**config.mk**
```make
export PLATFORM = sky130hd
export DESIGN_NAME = instr_fetch
export DESIGN_NICKNAME = d
export VERILOG_FILES = /design/src/rtl/marche_pkg.sv /design/src/rtl/instr_fetch_buf.sv /design/src/rtl/instr_fetch.sv
export SDC_FILE = /design/constraint.sdc
export NUM_CORES = 1
export LEC_CHECK = 0
export CAP_MARGIN = 20
export CORE_UTILIZATION = 40
export DETAILED_ROUTE_END_ITERATION = 6
export GPL_TIMING_DRIVEN = 0
export PLACE_DENSITY = 0.67
export SYNTH_ARGS = -nofsm -noshare
export SYNTH_HDL_FRONTEND = slang
export SYNTH_HIERARCHICAL = 1
export SYNTH_SLANG_ARGS = --single-unit
```
**constraint.sdc**
```tcl
create_clock -name clk -period 6.03 [get_ports clk]
set_clock_uncertainty 0.1 [all_clocks]
set_input_delay 0.9045 -clock clk [delete_from_list [all_inputs] [get_ports clk]]
set_output_delay 0.9045 -clock clk [all_outputs]
set_load 0.05 [all_outputs]
```
**src/rtl/marche_pkg.sv**
```systemverilog
// Shared MARCHE definitions: instruction width, NOP encoding, fetch FSM states.
package marche_pkg;

  localparam int unsigned INSTR_W      = 32;
  localparam int unsigned DEFAULT_PC_W = 21;
  localparam int unsigned BUF_CNT_W    = 2;

  localparam logic [0:INSTR_W-1] NOP_INSTR = 32'h0000_0000;

  typedef enum logic [1:0] {
    FETCH = 2'd0,
    HOLD  = 2'd1,
    DRAIN = 2'd2
  } fetch_state_e;

endpackage

```
**src/rtl/instr_fetch_buf.sv**
```systemverilog
// Two-entry instruction FIFO of {instr, pc} with registered head outputs.
module fetch_buf
  import marche_pkg::*;
#(
  parameter int unsigned PC_W = DEFAULT_PC_W
) (
  input  logic                 clk,
  input  logic                 reset,
  input  logic                 push,
  input  logic                 pop,
  input  logic                 flush,
  input  logic [0:INSTR_W-1]   push_instr,
  input  logic [0:PC_W-1]      push_pc,
  output logic [0:INSTR_W-1]   head_instr,
  output logic [0:PC_W-1]      head_pc,
  output logic                 head_valid,
  output logic [BUF_CNT_W-1:0] count
);

  logic [0:INSTR_W-1] tail_instr;
  logic [0:PC_W-1]    tail_pc;
  logic               pop_ok;

  assign pop_ok = pop && (count != BUF_CNT_W'(0));

  // Empty head always reads as a NOP at PC 0; flush wins over push.
  always_ff @(posedge clk) begin
    if (reset || flush) begin
      head_instr <= NOP_INSTR;
      head_pc    <= '0;
      head_valid <= 1'b0;
      tail_instr <= NOP_INSTR;
      tail_pc    <= '0;
      count      <= '0;
    end else begin
      case (count)
        BUF_CNT_W'(0): begin
          if (push) begin
            head_instr <= push_instr;
            head_pc    <= push_pc;
            head_valid <= 1'b1;
            count      <= BUF_CNT_W'(1);
          end
        end
        BUF_CNT_W'(1): begin
          if (push && pop_ok) begin
            head_instr <= push_instr;
            head_pc    <= push_pc;
          end else if (push) begin
            tail_instr <= push_instr;
            tail_pc    <= push_pc;
            count      <= BUF_CNT_W'(2);
          end else if (pop_ok) begin
            head_instr <= NOP_INSTR;
            head_pc    <= '0;
            head_valid <= 1'b0;
            count      <= BUF_CNT_W'(0);
          end
        end
        BUF_CNT_W'(2): begin
          if (pop_ok) begin
            head_instr <= tail_instr;
            head_pc    <= tail_pc;
            if (push) begin
              tail_instr <= push_instr;
              tail_pc    <= push_pc;
            end else begin
              tail_instr <= NOP_INSTR;
              tail_pc    <= '0;
              count      <= BUF_CNT_W'(1);
            end
          end
        end
        default: begin
          count <= '0;
        end
      endcase
    end
  end

endmodule

```
**src/rtl/instr_fetch.sv**
```systemverilog
// MARCHE instruction fetch: PC, imem req/ack handshake, redirect/drain FSM.
module instr_fetch
  import marche_pkg::*;
#(
  parameter int unsigned PC_W  = DEFAULT_PC_W,
  parameter int unsigned DEPTH = 2
) (
  input  logic               clk,
  input  logic               reset,
  output logic               imem_req,
  output logic [0:PC_W-1]    imem_addr,
  input  logic               imem_ack,
  input  logic [0:INSTR_W-1] imem_data,
  output logic [0:INSTR_W-1] instr,
  output logic [0:PC_W-1]    instr_pc,
  output logic               instr_valid,
  input  logic               dec_ready,
  input  logic               redirect,
  input  logic [0:PC_W-1]    redirect_pc
);

  fetch_state_e state, state_nxt;
  logic [0:PC_W-1] pc, pc_nxt;
  logic [0:PC_W-1] redir_pc, redir_pc_nxt;
  logic            push, pop, flush;
  logic            ack_c, pop_req_c;
  logic [BUF_CNT_W-1:0] count, occ_after;

  assign ack_c     = imem_req && imem_ack;
  assign pop_req_c = instr_valid && dec_ready;
  assign occ_after = count + BUF_CNT_W'(1) - BUF_CNT_W'(pop_req_c);

  // The request address is the PC register itself, so it holds until ack.
  assign imem_addr = pc;

  always_ff @(posedge clk) begin
    if (reset) begin
      state    <= FETCH;
      pc       <= '0;
      redir_pc <= '0;
      imem_req <= 1'b0;
    end else begin
      state    <= state_nxt;
      pc       <= pc_nxt;
      redir_pc <= redir_pc_nxt;
      imem_req <= (state_nxt != HOLD);
    end
  end

  always_comb begin
    state_nxt    = state;
    pc_nxt       = pc;
    redir_pc_nxt = redir_pc;
    push         = 1'b0;
    pop          = 1'b0;
    flush        = 1'b0;
    if (redirect) begin
      // An un-acked request must complete before the new PC can be issued.
      flush = 1'b1;
      if (imem_req && !imem_ack) begin
        redir_pc_nxt = redirect_pc;
        state_nxt    = DRAIN;
      end else begin
        pc_nxt    = redirect_pc;
        state_nxt = FETCH;
      end
    end else begin
      case (state)
        FETCH: begin
          pop = pop_req_c;
          if (ack_c) begin
            push   = 1'b1;
            pc_nxt = pc + PC_W'(1);
            if (occ_after >= BUF_CNT_W'(DEPTH)) begin
              state_nxt = HOLD;
            end
          end
        end
        HOLD: begin
          pop = pop_req_c;
          if (pop_req_c) begin
            state_nxt = FETCH;
          end
        end
        DRAIN: begin
          if (ack_c) begin
            pc_nxt    = redir_pc;
            state_nxt = FETCH;
          end
        end
        default: begin
          state_nxt = FETCH;
        end
      endcase
    end
  end

  fetch_buf #(
    .PC_W (PC_W)
  ) u_buf (
    .clk        (clk),
    .reset      (reset),
    .push       (push),
    .pop        (pop),
    .flush      (flush),
    .push_instr (imem_data),
    .push_pc    (pc),
    .head_instr (instr),
    .head_pc    (instr_pc),
    .head_valid (instr_valid),
    .count      (count)
  );

endmodule

```
==> results of run 1 <==
==> stage by stage <==
step	instances	setup WS, ps	util [%]	hold slack [ps]
CTS	1292	2250	54.9	352
finish	1292	2190	54.9	352
floorplan	907	3200	-	332
global route	1292	1980	54.9	372
detailed placement	1260	1800	51.0	343
global placement	1260	1830	51.0	339
==> cells by family after synthesis <==
group / count (synthesis)
mux: 4
xor+xnor: 6
buf+inv: 86
fa+ha+maj: 5
compound gates: 276
flops: 154
simple gates: 376
==> worst paths after layout <==
kind / end / slack, ps / cells past startpoint / start
worst max-delay path: u_buf/tail_instr[8] / 2190 / 9 / redirect
worst min-delay path: redir_pc[8] / 350 / 2 / redir_pc[8]
worst min register to register: redir_pc[8] / 350 / 2 / redir_pc[8]
worst max register to register: u_buf/tail_instr[8] / 3040 / 7 / imem_req
==> area by class of cell <==
type / instances / area, µm²
inverters: 11 / 41.3
plain buffers: 75 / 352
multi-input cells: 667 / 3430
fillers: 1634 / 7540
well taps: 220 / 275
flip-flops and latches: 154 / 3080
clock inverters: 10 / 164
clock buffers: 22 / 484
repair buffers: 133 / 1330
==> synth_stat cells, types with 4 or more instances <==
cell type  instances  area share, %
nand2_1          224             12
dfxtp_1          154             45
o21ai_0          114            8.3
nand3_1           64            4.6
a31oi_1           59            5.3
a21oi_1           49            3.5
clkbuf_1          46            2.5
nor2_1            26            1.4
buf_2             13           0.94
nor3_1            13           0.94
o21ai_1           12           0.87
inv_1             11           0.60
a211oi_1          10            1.1
and3_1             9           0.81
nand4_1            7           0.63
nand2b_1           6           0.54
buf_4              5           0.54
ha_1               5           0.91
nor2b_1            5           0.45
nor4_1             5           0.45
buf_6              4           0.65
clkbuf_2           4           0.29
o211ai_1           4           0.43
==> metal layers <==
metal	GRT usage [%]	share of wire [%]	vias to the layer above
met4	9.28	2.2	0
met1	33.1	44	3384
met5	0	0	-
met3	4.53	6.6	36
li1	-	-	3498
met2	41.1	47	282
==> worst max-delay path: cells and delay by family <==
kind | cells | cell delay [ps]
buf+inv | 5 | 2230
compound gates | 2 | 610
simple gates | 2 | 280
==> placed cells by master (no fill, tap or decap), drive strengths merged, types with 4 or more instances in the layout <==
| master | netlist | layout |
|---|---|---|
| nor2 | 27 | 27 |
| o211ai | 4 | 4 |
| clkbuf | 50 | 72 |
| bufinv | 0 | 4 |
| and3 | 9 | 9 |
| a21oi | 50 | 50 |
| nand3 | 64 | 64 |
| clkinvlp | 0 | 4 |
| inv | 11 | 11 |
| or2 | 4 | 4 |
| a211oi | 11 | 11 |
| nor4 | 6 | 6 |
| nand4 | 8 | 8 |
| nand2b | 6 | 6 |
| ha | 5 | 5 |
| clkdlybuf4s50 | 0 | 133 |
| nor2b | 5 | 5 |
| buf | 25 | 25 |
| nand2 | 224 | 224 |
| dfxtp | 154 | 154 |
| a31oi | 60 | 60 |
| nor3 | 13 | 13 |
| o21ai | 126 | 126 |
==> power breakdown <==
part           internal, µW  switching (µW)  leakage (µW)
clock network           736             429      0.000305
registers              1050            41.5       0.00125
logic                   139             254       0.00160
==> flip-flops by register name, indices dropped and copies added, names as in the netlist <==
signal / count
state: 2
u_buf/head_valid: 1
redir_pc: 21
u_buf/head_pc: 21
u_buf/head_instr: 32
imem_req: 1
u_buf/tail_instr: 32
u_buf/count: 2
u_buf/tail_pc: 21
imem_addr: 21
==> reports/metrics.yaml, run 1 <==
worst_pin_slew_ps: 1000
routabilityCongestion: 0.913
synth_edf_count: 0
synthSimpleGateAreaFrac_pct: 24.2
ys.flop_type: "dfxtp_1"
die_y_um: 133
grt_max_degree: 17
initial_core_util_pct: 41.4
cp-end-kind: "flip-flop"
start_kind: "input pin"
power_uw: 2650
critPathKind: "in2reg"
p_leak_uw: 0.00316
firstDrtPassIters: 7
antenna_found_initial: 0
synth.mux.area_fraction_pct: 0.598
post_cts_buffers: 0
stdcell_area_um2: 9170
max_cap_viol_count: 0
cts_tree: "done"
path_cells: "clkdlybuf4s50_1 -> buf_2 -> clkbuf_1 -> clkbuf_1 -> nor3_1 -> nor4bb_1 -> a31oi_2 -> clkbuf_1 -> o21ai_0"
grt_pass1_vias: 6762
fin_tns_setup_ps: 0
syn_area_um2: 6910
cp_max_fo: 10
rows: 47
dieWidth_um: 133
io_pins: 134
synthAdderAreaFrac_pct: 0.905
fin_crit_sh_pct: 63.7
ys_ff_latch: 154
maxSlewHeadroom_pct: 32.5
post_dp_cell_area_um2: 8520
clock_latency_ps: 440
post_drt_wl_per_cell_um: 17.1
cpMaxStageDelayCell: "clkdlybuf4s50_1"
power.density_nw_per_um2: 289
place_hpwl_mm: 15.6
ir_drop_v: 0.000228
synthXorXnorAreaFrac_pct: 0.760
htree_levels: 4
synth_top_family_by_area: "simple AND/OR/NAND/NOR gates"
syn_inst: 907
cpMostUsedCell: "clkbuf_1"
synth_compound_area_share_pct: 23.3
hold_viol_final: 0
avgSynthCellArea_um2: 7.62
core_area_um2: 16700
post_cts_resized: 0
period_needed_ps: 3840
globalRouteTotalUtil_pct: 25.2
yosysWarnings: 6
dieArea_um2: 17800
final_nets: 1122
syn_nets: 970
viasPerCell: 5.57
arrival_ps: 4030
holdBufCountCts: 0
grt_setup_unrepaired: "no"
cts.clk_slew.worst_paths_ps: 60
wl_mm: 22.1
async_flop_share_pct: 0
vias: 7200
cts_made_buffers: 17
ant_nets: 0
maxSlewViolCount: 0
status: "completed"
clk_path_buf_depth: 2
diodes: 0
fmax_mhz: 261
area_delta_synth_final_pct: 32.6
synth_cell_types: 58
worstPathRequired_ps: 6220
seq_area_frac_synth_pct: 44.6
portBuffers: 133
setup_viol: 0
layout-drive-gt1-share_pct: 6.34
cpPeakStageDelay_ps: 600
clock_sinks: 154
cts_root_buf: "clkbuf_16"
grt_pass1_wl_mm: 35.2
drc: 0
drt_iter0_markers: 609
hold_path.class: "reg2reg"
gr-total-overflow: 0
No activity file was read; power rests on OpenSTA's default activity.
==> run 2: changes to the inputs <==
==> constraint.sdc (replaced) <==
create_clock -name clk -period 3.7 [get_ports clk]
set_clock_uncertainty 0.1 [all_clocks]
set_input_delay 0.555 -clock clk [delete_from_list [all_inputs] [get_ports clk]]
set_output_delay 0.555 -clock clk [all_outputs]
set_load 0.05 [all_outputs]
==> run 2 against run 1 <==
Critical endpoint unchanged. Register-to-register slack worse by 2300 ps. Clock power up 62%. Highest routed layer unchanged. Sequential power up 63%. Worst setup slack got worse by 2000 ps. Largest power group unchanged. Final area unchanged. Non-clock buffer count unchanged. Cell count is the same. Core utilization unchanged. First-iteration DRC count is 4.4% higher. Sequential share of layout area unchanged. Sequential cell count stayed put. Via count about the same.
==> reports/metrics.yaml, run 2 (synthesis gave the netlist of run 1 again) <==
status: "completed"
vias: 7205
diodes: 0
clk_path_buf_depth: 2
whs_ps: 351
layout-drive-gt1-share_pct: 6.34
globalRouteTotalUtil_pct: 25.2
p_leak_uw: 0.00316
hold_path.class: "reg2reg"
cp_max_fo: 10
antenna_found_initial: 0
cts_made_buffers: 17
cts.clk_slew.worst_paths_ps: 60
core_area_um2: 16700
final_nets: 1122
power.density_nw_per_um2: 472
gr-total-overflow: 0
max_cap_viol_count: 0
post_cts_buffers: 0
initial_core_util_pct: 41.4
io_pins: 134
post_dp_cell_area_um2: 8520
post_cts_resized: 0
fmax_mhz: 286
clock_latency_ps: 440
cp-end-kind: "flip-flop"
reg2reg_depth: 7
viasPerCell: 5.58
reg_top3: "u_buf/head_instr (32), u_buf/tail_instr (32)"
die_y_um: 133
wl_mm: 22.1
routabilityCongestion: 0.913
dieWidth_um: 133
maxSlewHeadroom_pct: 33.7
timing.final.ws_setup_ps: 201
maxSlewViolCount: 0
cpMaxStageDelayCell: "clkdlybuf4s50_1"
holdBufCountCts: 0
final_common_cell: "nand2_1"
stdcell_area_um2: 9170
fin_crit_sh_pct: 94.6
place_hpwl_mm: 15.6
drc: 0
place_ws_ps: -182
arrival_ps: 3750
drt_iter0_markers: 636
ir_drop_v: 0.000372
setup_viol: 0
fillerInstances: 1634
clock_sinks: 154
grt_pass1_wl_mm: 35.2
period_needed_ps: 3500
area_delta_synth_final_pct: 32.6
critPathKind: "in2reg"
dieArea_um2: 17800
worstHoldPathCells: 2
ant_nets: 0
htree_levels: 4
firstDrtPassIters: 5
post_drt_wl_per_cell_um: 17.1
layout_common_cells: "nand2_1 (224), dfxtp_1 (154), clkdlybuf4s50_1 (133), o21ai_0 (114), nand3_1 (64)"
cpPeakStageDelay_ps: 600
hold_viol_final: 0
regArea_um2: 3080
grt_max_degree: 17
grt_setup_unrepaired: "no"
start_kind: "input pin"
multi_input_area_um2: 3430
cts_tree: "done"
grt_pass1_vias: 6762
cts_root_buf: "clkbuf_16"
path_cells: "clkdlybuf4s50_1 -> buf_2 -> clkbuf_1 -> buf_1 -> nor3_1 -> nor4bb_1 -> a31oi_2 -> buf_4 -> buf_6 -> nand3_1 -> o21ai_0"
rows: 47
worstPathRequired_ps: 3950
portBuffers: 133
worst_pin_slew_ps: 985
==> run 2: final cells by class <==
cell class                 count  share of cell area [%]
inverter                      11                   0.451
sequential                   154                    33.6
timing repair buffer         133                    14.5
multi-input combinational    667                    37.5
clock buffer                  22                    5.28
tap                          220                    3.00
clock inverter                10                    1.79
buffer                        75                    3.84
==> run 2: worst paths after layout <==
path | slack (ps) | from | endpoint
setup / recovery | 200 | redirect | u_buf/tail_instr[8]
setup reg to reg | 720 | imem_req | u_buf/tail_instr[8]
hold reg to reg | 350 | redir_pc[8] | redir_pc[8]
hold / removal | 350 | redir_pc[8] | redir_pc[8]
==> run 2: through the flow <==
step           cells  total power [µW]  TNS, ps  util, %
6_report        1292              4320        0     54.9
5_1_grt         1292              4460        0     54.9
4_1_cts         1292              4330        0     54.9
3_5_place_dp    1260              2450   -10330     51.0
3_3_place_gp    1260              2450   -10780     51.0
2_1_floorplan    907              2180        0        -
==> run 2: report_power, final <==
part | switching [µW] | internal (µW)
clock network | 703 | 1200
registers | 67.1 | 1710
logic | 414 | 227
==> run 2: layer usage <==
metal | vias to the layer above | share of wire [%] | global-route usage (%)
met1 | 3400 | 44 | 33.1
met4 | 0 | 2.1 | 9.28
met5 | - | 0 | 0
met3 | 39 | 6.2 | 4.53
met2 | 271 | 47 | 41.1
li1 | 3495 | - | -
==> run 2: worst max-delay path: cells and delay by family <==
family | cells | cell delay, ps
and+or+nand+nor | 3 | 360
AOI/OAI and AO/OA | 2 | 550
buffers and inverters | 6 | 2260
==> run 3: changes to the inputs <==
--- a/config.mk
+++ b/config.mk
@@ -9,7 +9,6 @@
 export CORE_UTILIZATION = 40
 export DETAILED_ROUTE_END_ITERATION = 6
 export GPL_TIMING_DRIVEN = 0
-export PLACE_DENSITY = 0.67
 export SYNTH_ARGS = -nofsm -noshare
 export SYNTH_HDL_FRONTEND = slang
 export SYNTH_HIERARCHICAL = 1
==> run 3 against run 2 <==
Die area unchanged. Routed wire length up 1.2%. Largest cell class unchanged. Clock-buffer cell count down 3. Sequential share of layout area up 0.33 points.
==> reports/metrics.yaml, run 3 (synthesis gave the netlist of run 1 again) <==
place_ws_ps: -243
cts_tree: "done"
diodes: 0
drc: 0
maxSlewHeadroom_pct: 30.6
globalRouteTotalUtil_pct: 26.1
p_int_uw: 2850
power.density_nw_per_um2: 449
cpMaxStageDelayCell: "nor4_1"
area_delta_synth_final_pct: 31.3
holdBufCountCts: 0
final_common_cell: "nand2_1"
grt_max_degree: 17
core_area_um2: 16700
grt_pass1_wl_mm: 36.7
grt_setup_unrepaired: "no"
vias: 7127
period_needed_ps: 3480
portBuffers: 133
drt_iter0_markers: 608
worst_pin_slew_ps: 1030
dieArea_um2: 17800
htree_levels: 4
routabilityCongestion: 0.900
r2r-end: "u_buf/tail_pc[8]"
timing.final.ws_setup_ps: 216
rows: 47
switching_share_pct: 30.1
min-delay-start: "redir_pc[8]"
sequentialPowerShare_pct: 43.6
crit_buf_inv: 4
ant_nets: 0
cp-end-kind: "flip-flop"
r2r-start: "imem_req"
die_y_um: 133
fin_crit_sh_pct: 94.2
clock_latency_ps: 420
clock_sinks: 154
initial_core_util_pct: 41.4
reg2reg_depth: 7
layout-drive-gt1-share_pct: 6.53
critPathKind: "in2reg"
gr-total-overflow: 0
final_nets: 1122
placedCellCount: 1260
fmax_mhz: 287
cp_max_fo: 10
firstDrtPassIters: 5
cts_made_buffers: 17
p_switching_uw: 1230
arrival_ps: 3720
viasPerCell: 5.52
status: "completed"
dieWidth_um: 133
wl_mm: 22.4
io_pins: 134
place_hpwl_mm: 15.9
path_cells: "clkdlybuf4s50_1 -> buf_2 -> nor4_1 -> inv_1 -> a21oi_2 -> clkbuf_1 -> nand2_1 -> o21ai_0"
grt_pass1_vias: 6826
worstPathRequired_ps: 3940
hold_viol_final: 0
finalNonFillerCells: 1292
ir_drop_v: 0.000348
antenna_found_initial: 0
clockPowerShare_pct: 40.7
setup_viol: 0
reg2reg_slack_ps: 650
layout_common_cells: "nand2_1 (224), dfxtp_1 (154), clkdlybuf4s50_1 (133), o21ai_0 (114), nand3_1 (64)"
hold_path.class: "reg2reg"
maxSlewViolCount: 0
reg_top3: "u_buf/head_instr (32), u_buf/tail_instr (32)"
p_leak_uw: 0.00313
cpPeakStageDelay_ps: 850
regArea_um2: 3080
cts_root_buf: "clkbuf_16"
post_drt_wl_per_cell_um: 17.3
cts.clk_slew.worst_paths_ps: 60
fillerInstances: 1640
worstHoldPathCells: 2
max_cap_viol_count: 0
comb_power_share_pct: 15.7
start_kind: "input pin"
crit_family: "buffers and inverters"
holdPathEnd: "redir_pc[8]"
clk_path_buf_depth: 2
multi_input_area_um2: 3430
[run 3: cell types whose count changed in the layout (fill, tap and decap cells not counted)]
cell        delta
clkbuf_8       -2
bufinv_16      -4
clkbuf_1       -1
clkinv_2       +1
clkinvlp_4     -3
clkbuf_2       +1
inv_6          +7
buf_1          -1
clkinv_4       +2
[run 3: power by group through the flow]
stage	clock network, µW	registers, µW	logic [µW]
floorplan	0	1940	241
global route	1760	1780	690
CTS	1690	1780	640
finish	1660	1780	642
detailed placement	0	1810	638
global placement	0	1810	638
[run 3: timing repair]
item | in CTS | in global routing
gates resized for setup | 0 | 2
hold endpoints to repair | 0 | 0
setup endpoints to repair | 0 | 26
setup buffers | 0 | 0
[run 3: cell type report]
type	count	share of cell area [%]
sequential	154	34.0
multi-input combinational	667	37.8
tap	220	3.03
buffer	75	3.89
inverter	11	0.455
clock buffer	19	4.99
timing repair buffer	133	14.7
clock inverter	13	1.16
[run 3: worst min-delay path: cells and delay by family, from the launching register on]
family,cells,cell delay (ps)
AOI/OAI and AO/OA,1,50
and+or+nand+nor,1,50
DFF,1,310
[run 3: stage by stage]
stage | instance area (µm²) | util (%) | setup TNS (ps) | hold slack (ps) | total power (µW)
floorplan | 6910 | - | 0 | 332 | 2180
global placement | 8520 | 51.0 | -16140 | 339 | 2450
detailed placement | 8520 | 51.0 | -16880 | 344 | 2450
CTS | 9070 | 54.3 | 0 | 353 | 4110
global route | 9080 | 54.3 | 0 | 375 | 4240
finish | 9080 | 54.3 | 0 | 354 | 4080
[run 3: worst max-delay path by stage]
stage	from	endpoint	slack (ps)	depth (start not counted)
2_1_floorplan	redirect	u_buf/head_pc[9]	1220	10
6_report	redirect	u_buf/tail_pc[8]	220	8
4_1_cts	redirect	u_buf/tail_pc[16]	190	10
3_5_place_dp	redirect	u_buf/tail_pc[6]	-240	11
5_1_grt	redirect	u_buf/tail_pc[8]	30	8
3_3_place_gp	redirect	u_buf/tail_pc[11]	-220	10
[run 3: layer usage]
metal / global-route usage, % / share of wire, %
met5: 0 / 0
met1: 34.4 / 44
met2: 42.8 / 47
met4: 8.59 / 2.0
met3: 4.79 / 6.8
